[config.mk]
export PLATFORM = sky130hd
export DESIGN_NAME = stream_fanout_buf
export DESIGN_NICKNAME = d
export VERILOG_FILES = /design/src/rtl/stream_fanout_buf.sv
export SDC_FILE = /design/constraint.sdc
export NUM_CORES = 1
export LEC_CHECK = 0
export BUFFER_PORTS_ARGS = -buffer_cell sky130_fd_sc_hd__buf_2
export CORE_UTILIZATION = 55
export DETAILED_ROUTE_END_ITERATION = 8
export GPL_TIMING_DRIVEN = 0
export MAX_ROUTING_LAYER = met4
export PLACE_DENSITY = 0.82
export SETUP_SLACK_MARGIN = 0.1
export SYNTH_ARGS = -nofsm -noshare
export SYNTH_HDL_FRONTEND = slang
export SYNTH_SLANG_ARGS = --single-unit
export TNS_END_PERCENT = 1
[constraint.sdc]
create_clock -name clk -period 7.2 [get_ports clk]
set_clock_uncertainty 0.2 [all_clocks]
set_input_delay 2.16 -clock clk [delete_from_list [all_inputs] [get_ports clk]]
set_output_delay 2.16 -clock clk [all_outputs]
set_load 0.05 [all_outputs]
[src/rtl/stream_fanout_buf.sv]
// One-to-many valid/ready broadcast with an independent FIFO per consumer channel.
// Define STREAM_FANOUT_STAT_EN to add the stat_words / stat_stall counters.
module stream_fanout_buf #(
  parameter int DWIDTH = 16,
  parameter int CH_NUM = 2,
  parameter int DEPTH  = 4
) (
  input  logic                                 clk,
  input  logic                                 rst_n,
  input  logic                                 cfg_valid,
  output logic                                 cfg_busy,
  input  logic [CH_NUM-1:0]                    cfg_mask,
  input  logic                                 din_valid,
  output logic                                 din_ready,
  input  logic [DWIDTH-1:0]                    din_data,
  output logic [CH_NUM-1:0]                    dout_valid,
  input  logic [CH_NUM-1:0]                    dout_ready,
  output logic [DWIDTH*CH_NUM-1:0]             dout_data,
  output logic [($clog2(DEPTH)+1)*CH_NUM-1:0]  ch_level
`ifdef STREAM_FANOUT_STAT_EN
  ,
  output logic [31:0]                          stat_words,
  output logic [31:0]                          stat_stall
`endif
);

  localparam int PTR_W = $clog2(DEPTH);
  localparam int LVL_W = PTR_W + 1;

  localparam logic [0:0] ST_RUN   = 1'b0;
  localparam logic [0:0] ST_DRAIN = 1'b1;

  logic [0:0]        state_reg;
  logic [CH_NUM-1:0] mask_reg;
  logic [CH_NUM-1:0] pend_reg;
  logic [CH_NUM-1:0] full;
  logic [CH_NUM-1:0] not_empty;
  logic              accept;

  // Disabled channels may sit full forever without back-pressuring the source.
  assign din_ready = (state_reg == ST_RUN) && ((full & mask_reg) == '0);
  assign accept    = din_valid && din_ready;
  assign cfg_busy  = (state_reg == ST_DRAIN);

  always_ff @(posedge clk or negedge rst_n) begin
    if (!rst_n) begin
      state_reg <= ST_RUN;
      mask_reg  <= '1;
      pend_reg  <= '1;
    end else begin
      case (state_reg)
        ST_RUN: begin
          if (cfg_valid) begin
            pend_reg  <= cfg_mask;
            state_reg <= ST_DRAIN;
          end
        end
        ST_DRAIN: begin
          if (not_empty == '0) begin
            mask_reg  <= pend_reg;
            state_reg <= ST_RUN;
          end
        end
        default: state_reg <= ST_RUN;
      endcase
    end
  end

  genvar gi;
  generate
    for (gi = 0; gi < CH_NUM; gi++) begin : g_ch
      logic [DWIDTH-1:0] mem [DEPTH];
      logic [PTR_W-1:0]  wr_ptr_reg;
      logic [PTR_W-1:0]  rd_ptr_reg;
      logic [LVL_W-1:0]  level_reg;
      logic              push;
      logic              pop;

      assign push = accept && mask_reg[gi];
      assign pop  = (level_reg != '0) && dout_ready[gi];

      // Storage carries no reset; validity is tracked by level_reg alone.
      always_ff @(posedge clk) begin
        if (push) begin
          mem[wr_ptr_reg] <= din_data;
        end
      end

      always_ff @(posedge clk or negedge rst_n) begin
        if (!rst_n) begin
          wr_ptr_reg <= '0;
          rd_ptr_reg <= '0;
          level_reg  <= '0;
        end else begin
          if (push) begin
            wr_ptr_reg <= wr_ptr_reg + PTR_W'(1);
          end
          if (pop) begin
            rd_ptr_reg <= rd_ptr_reg + PTR_W'(1);
          end
          level_reg <= level_reg + LVL_W'(push) - LVL_W'(pop);
        end
      end

      assign full[gi]       = (level_reg == LVL_W'(DEPTH));
      assign not_empty[gi]  = (level_reg != '0);
      assign dout_valid[gi] = not_empty[gi];
      assign dout_data[gi*DWIDTH +: DWIDTH] = mem[rd_ptr_reg];
      assign ch_level[gi*LVL_W +: LVL_W]    = level_reg;
    end
  endgenerate

`ifdef STREAM_FANOUT_STAT_EN
  logic [31:0] stat_words_reg;
  logic [31:0] stat_stall_reg;

  always_ff @(posedge clk or negedge rst_n) begin
    if (!rst_n) begin
      stat_words_reg <= '0;
      stat_stall_reg <= '0;
    end else begin
      if (accept) begin
        stat_words_reg <= stat_words_reg + 32'd1;
      end
      if (din_valid && !din_ready) begin
        stat_stall_reg <= stat_stall_reg + 32'd1;
      end
    end
  end

  assign stat_words = stat_words_reg;
  assign stat_stall = stat_stall_reg;
`endif

endmodule

Yosys cells after proc, flatten, opt, wreduce, memory -nomap -nowiden --
Memories as Yosys holds them, arrays and structs flattened. Cells that the tools add are included.
Word-level totals: output and inout bits 42, bits in writable memories 128, register bits after elaboration 19, input bits 24, memories kept 2
Memories:
- g_ch[0].mem | words 4, bits a word 16, read ports 1, clocked after memory_dff 0, wr ports 1, line 72 | logic [DWIDTH-1:0] mem [DEPTH];
- g_ch[1].mem | words 4, bits a word 16, read ports 1, clocked after memory_dff 0, wr ports 1, line 72
Operators by class: bitwise logic cells 2, mux-type cells 7, equality and inequality tests 2, reduce and logical (&&, ||, !) cells 12, add/subtract/negate cells 8
Operator list (count):
- adder 2 x 1 -> 2 bit (second input constant) | 4
- adder 3 x 1 -> 3 bit | 2
- == test 3 bit (second input constant) | 2
- logical AND 1 bit | 6
- two-way mux 1 bit | 6
- nonzero test 3 bit | 2
- subtractor 3 x 1 -> 3 bit | 2
- zero test 2 bit | 2
- AND reduction 2 bit | 2
- AND 2 bit | 1
- one-hot mux 1 bit (2 select lines) | 1
- inverter 1 bit | 1

Longest topological paths before layout --
depth in word-level cells 8, depth in mapped cells 9

Worst setup path after synthesis --
Ideal clock, no wire load.
path type flip-flop to output port, start point register g_ch[1].level_reg[1], end point output din_ready, arrival time 2.105 ns, path slack 2.735 ns, cell stages (with the launch flop) 3, path buffers 0, required time 4.840 ns, cell sequence dfrtp_1 > and4bb_2 > nor3_1
On the way: word-level cells in the longest chain between the ends 4
Ends and longest elaborated chain:
- start, declared | line 75 | logic [LVL_W-1:0] level_reg;
- start signal, assigned | line 101 | level_reg <= level_reg + LVL_W'(push) - LVL_W'(pop);
- == test 3 bit | line 105 | assign full[gi] = (level_reg == LVL_W'(DEPTH));
- AND 2 bit | line 41 | assign din_ready = (state_reg == ST_RUN) && ((full & mask_reg) == '0);
- zero test 2 bit | line 41
- logical AND 1 bit | line 41
- end, declared | line 14 | output logic din_ready,
No other way between the ends.

Worst setup path after layout --
start point register g_ch[1].rd_ptr_reg[1], end point output dout_data[25]
On the way: word-level cells in the longest chain between the ends 1
Ends and longest elaborated chain:
- start, declared | line 74 | logic [PTR_W-1:0] rd_ptr_reg;
- start signal, assigned | line 99 | rd_ptr_reg <= rd_ptr_reg + PTR_W'(1);
- memory (4 x 16 bit)
- end, declared | line 18 | output logic [DWIDTH*CH_NUM-1:0] dout_data,
No other way between the ends.

==> impl_metrics.yaml <==
floorplan:
  pin_count: 66
  start_util_pct: 57.3
  core-area_sq_um: 9910
  row_count: 36
  dieWidth_microns: 104
  die_h_microns: 104
  die_area_sq_um: 10700
logic_synthesis:
  syn_nets: 292
  synth_seq_area_share_pct: 76.1
  synth.distinct_cells: 26
  synth_area_sq_um: 5680
  synth_edf_count: 128
  synthCells: 254
  ys.flop_type: "edfxtp_1"
  synthArstFlopShare_pct: 12.9
  yosys_warnings: 0
  syn_area_per_cell_sq_um: 22.4
  ys_ff_latch: 147
routing:
  ant_nets: 0
  vias: 2702
  avgRoutedWirePerCell_microns: 23.2
  drc: 0
  viasPerCell: 5.58
  drtPass1Iterations: 4
  wirelength_microns: 11200
  drt_iter0_markers: 180
worst_setup_path:
  worstPathArrival_ns: 2.65
  cp-start-kind: "flip-flop"
  worstRegToRegCells: 9
  path_class: "flip-flop to primary output"
  reg2reg_from: "g_ch[1].level_reg[1]$_DFF_PN0_"
  cp_max_fo: 10
  crit_path_start: "g_ch[1].rd_ptr_reg[1]$_DFFE_PN0P_"
  rr_endpoint: "g_ch[1].level_reg[2]$_DFF_PN0_"
  endpoint_kind: "primary output"
  worst-endpoint-required_ns: 4.84
  endpoint: "dout_data[25]"
  rrSetupSlack_ns: 4.38
clock_network:
  cts-root-buf: "clkbuf_8"
  htreeDepth: 4
  numCtsBuffers: 17
  post_cts.repair.setup_buffers: 0
  cts_hold_buffers: 0
  cts_resized: 0
  path_clk_slew_ns: 0.06
  clk_path_buf_depth: 2
  cts_tree: "done"
  cts_sinks: 147
  clock_latency_ns: 0.52
run_status:
  outcome: "completed"
place:
  place_area_sq_um: 6170
  gp_congestion: 0.685
  io_buffers: 65
  hpwl_microns: 6350
final_layout:
  final_area_sq_um: 6790
  syn_to_final_growth_pct: 19.6
  final_nets: 376
  fill_cells: 621
  largest_register_ffs: 128
  diodes: 0
  final_layout_size_suffix_gt1_share_pct: 42.5
min_path:
  min_path_type: "flip-flop to flip-flop"
sta:
  finalMaxSlewViolations: 0
  hold_viol_final: 0
  fin_crit_sh_pct: 69.5
  setup_viol: 0
  fmax_mhz: 200
  max_slew_margin_pct: 31.9
  worst_pin_slew_ns: 1.02
  setup_tns_ns: 0
  period_minus_slack_ns: 5.01
  rsz0062_at_grt: "no"
global_routing:
  grt_max_degree: 20
  antenna_found_initial: 0
  grt_use_total_pct: 23.1
  overflow: 0
  grt_pass1_vias: 2943
  grt_pass1_wl_microns: 16900
power_and_ir_drop:
  power.density_nw_per_um2: 436
  vdd_drop_max_uv: 240
  p_leak_nw: 2.44
run:
  drv_cap: 0
synth_stat cells, types with 3 or more instances:
library cell,n,area (sq um)
dfrtp_1,15,375
mux2_2,3,33.8
dfstp_2,4,105
inv_1,13,48.8
edfxtp_1,128,3840
and2_1,8,50.1
mux4_2,32,721
nand2_1,4,15.0
buf_2,5,25.0
ha_1,12,150
xnor2_1,6,52.6
xor2_1,4,35.0
layer usage:
layer | wire length (microns) | global-route usage, % | vias to the layer above
met5 | 0 | - | -
met1 | 4300 | 26.3 | 1403
met4 | 157 | 7.45 | 0
met2 | 6190 | 40.0 | 97
met3 | 589 | 6.10 | 14
li1 | - | - | 1188
area by class of cell:
type / count / area [sq um] / area share [%]
buffer: 8 / 36.3 / 0.534
clock buffer: 17 / 414 / 6.10
clock inverter: 15 / 206 / 3.04
inverter: 13 / 48.8 / 0.718
multi-input combinational: 86 / 1270 / 18.7
sequential: 147 / 4320 / 63.6
tap: 133 / 166 / 2.45
timing repair buffer: 65 / 325 / 4.79
cell usage in the layout, fill, tap and decap left out, types with 5 or more instances in the layout:
cell       instances
and2_1             8
buf_2             70
clkbuf_16         16
clkinv_4           5
dfrtp_1           15
edfxtp_1         128
ha_1              12
inv_1             13
mux4_2            32
xnor2_1            6
metrics by stage:
stage | cells | hold WS, ns | power, mW | utilization [%] | setup slack [ns]
after CTS | 484 | 0.353 | 2.98 | 68.6 | 2.18
after detailed placement | 452 | 0.338 | 2.07 | 62.3 | 2.79
final | 484 | 0.360 | 2.96 | 68.6 | 2.19
after floorplan | 254 | 0.312 | 1.85 | - | 2.74
after global routing | 484 | 0.385 | 3.06 | 68.6 | 2.14
after global placement | 452 | 0.328 | 2.04 | 62.3 | 2.86
kinds of logic (layout without fill, tap and decap cells):
group / after synthesis / count (layout) / share of synthesized area, %
flops: 147 / 147 / 76.1
fa+ha+maj: 14 / 14 / 3.35
buf+inv: 21 / 118 / 1.50
compound gates: 3 / 3 / 0.463
mux: 38 / 38 / 14.0
simple gates: 21 / 21 / 3.04
xor+xnor: 10 / 10 / 1.54
critical path: stages (launching register included):
cell and delay (ns):
dfrtp_1 0.32, clkbuf_1 0.46, buf_1 0.67, mux4_2 0.44, buf_2 0.23
worst min-delay path by stage:
stage / start / endpoint / cells after the start
floorplan: g_ch[1].wr_ptr_reg[1]$_DFFE_PN0P_ / g_ch[1].wr_ptr_reg[1]$_DFFE_PN0P_ / 1
global placement: g_ch[1].wr_ptr_reg[1]$_DFFE_PN0P_ / g_ch[1].wr_ptr_reg[1]$_DFFE_PN0P_ / 1
detailed placement: g_ch[1].wr_ptr_reg[1]$_DFFE_PN0P_ / g_ch[1].wr_ptr_reg[1]$_DFFE_PN0P_ / 1
CTS: g_ch[1].level_reg[2]$_DFF_PN0_ / g_ch[1].level_reg[2]$_DFF_PN0_ / 1
global route: g_ch[1].level_reg[2]$_DFF_PN0_ / g_ch[1].level_reg[2]$_DFF_PN0_ / 1
finish: g_ch[1].level_reg[2]$_DFF_PN0_ / g_ch[1].level_reg[2]$_DFF_PN0_ / 1
where the power goes:
part           leakage [nW]  internal, mW  switching (mW)
Sequential             1.36         0.988          0.0494
Clock                 0.301         0.566           0.346
Combinational         0.772         0.320           0.691
Total                  2.44          1.87            1.09
No activity file was read; power rests on OpenSTA's default activity.
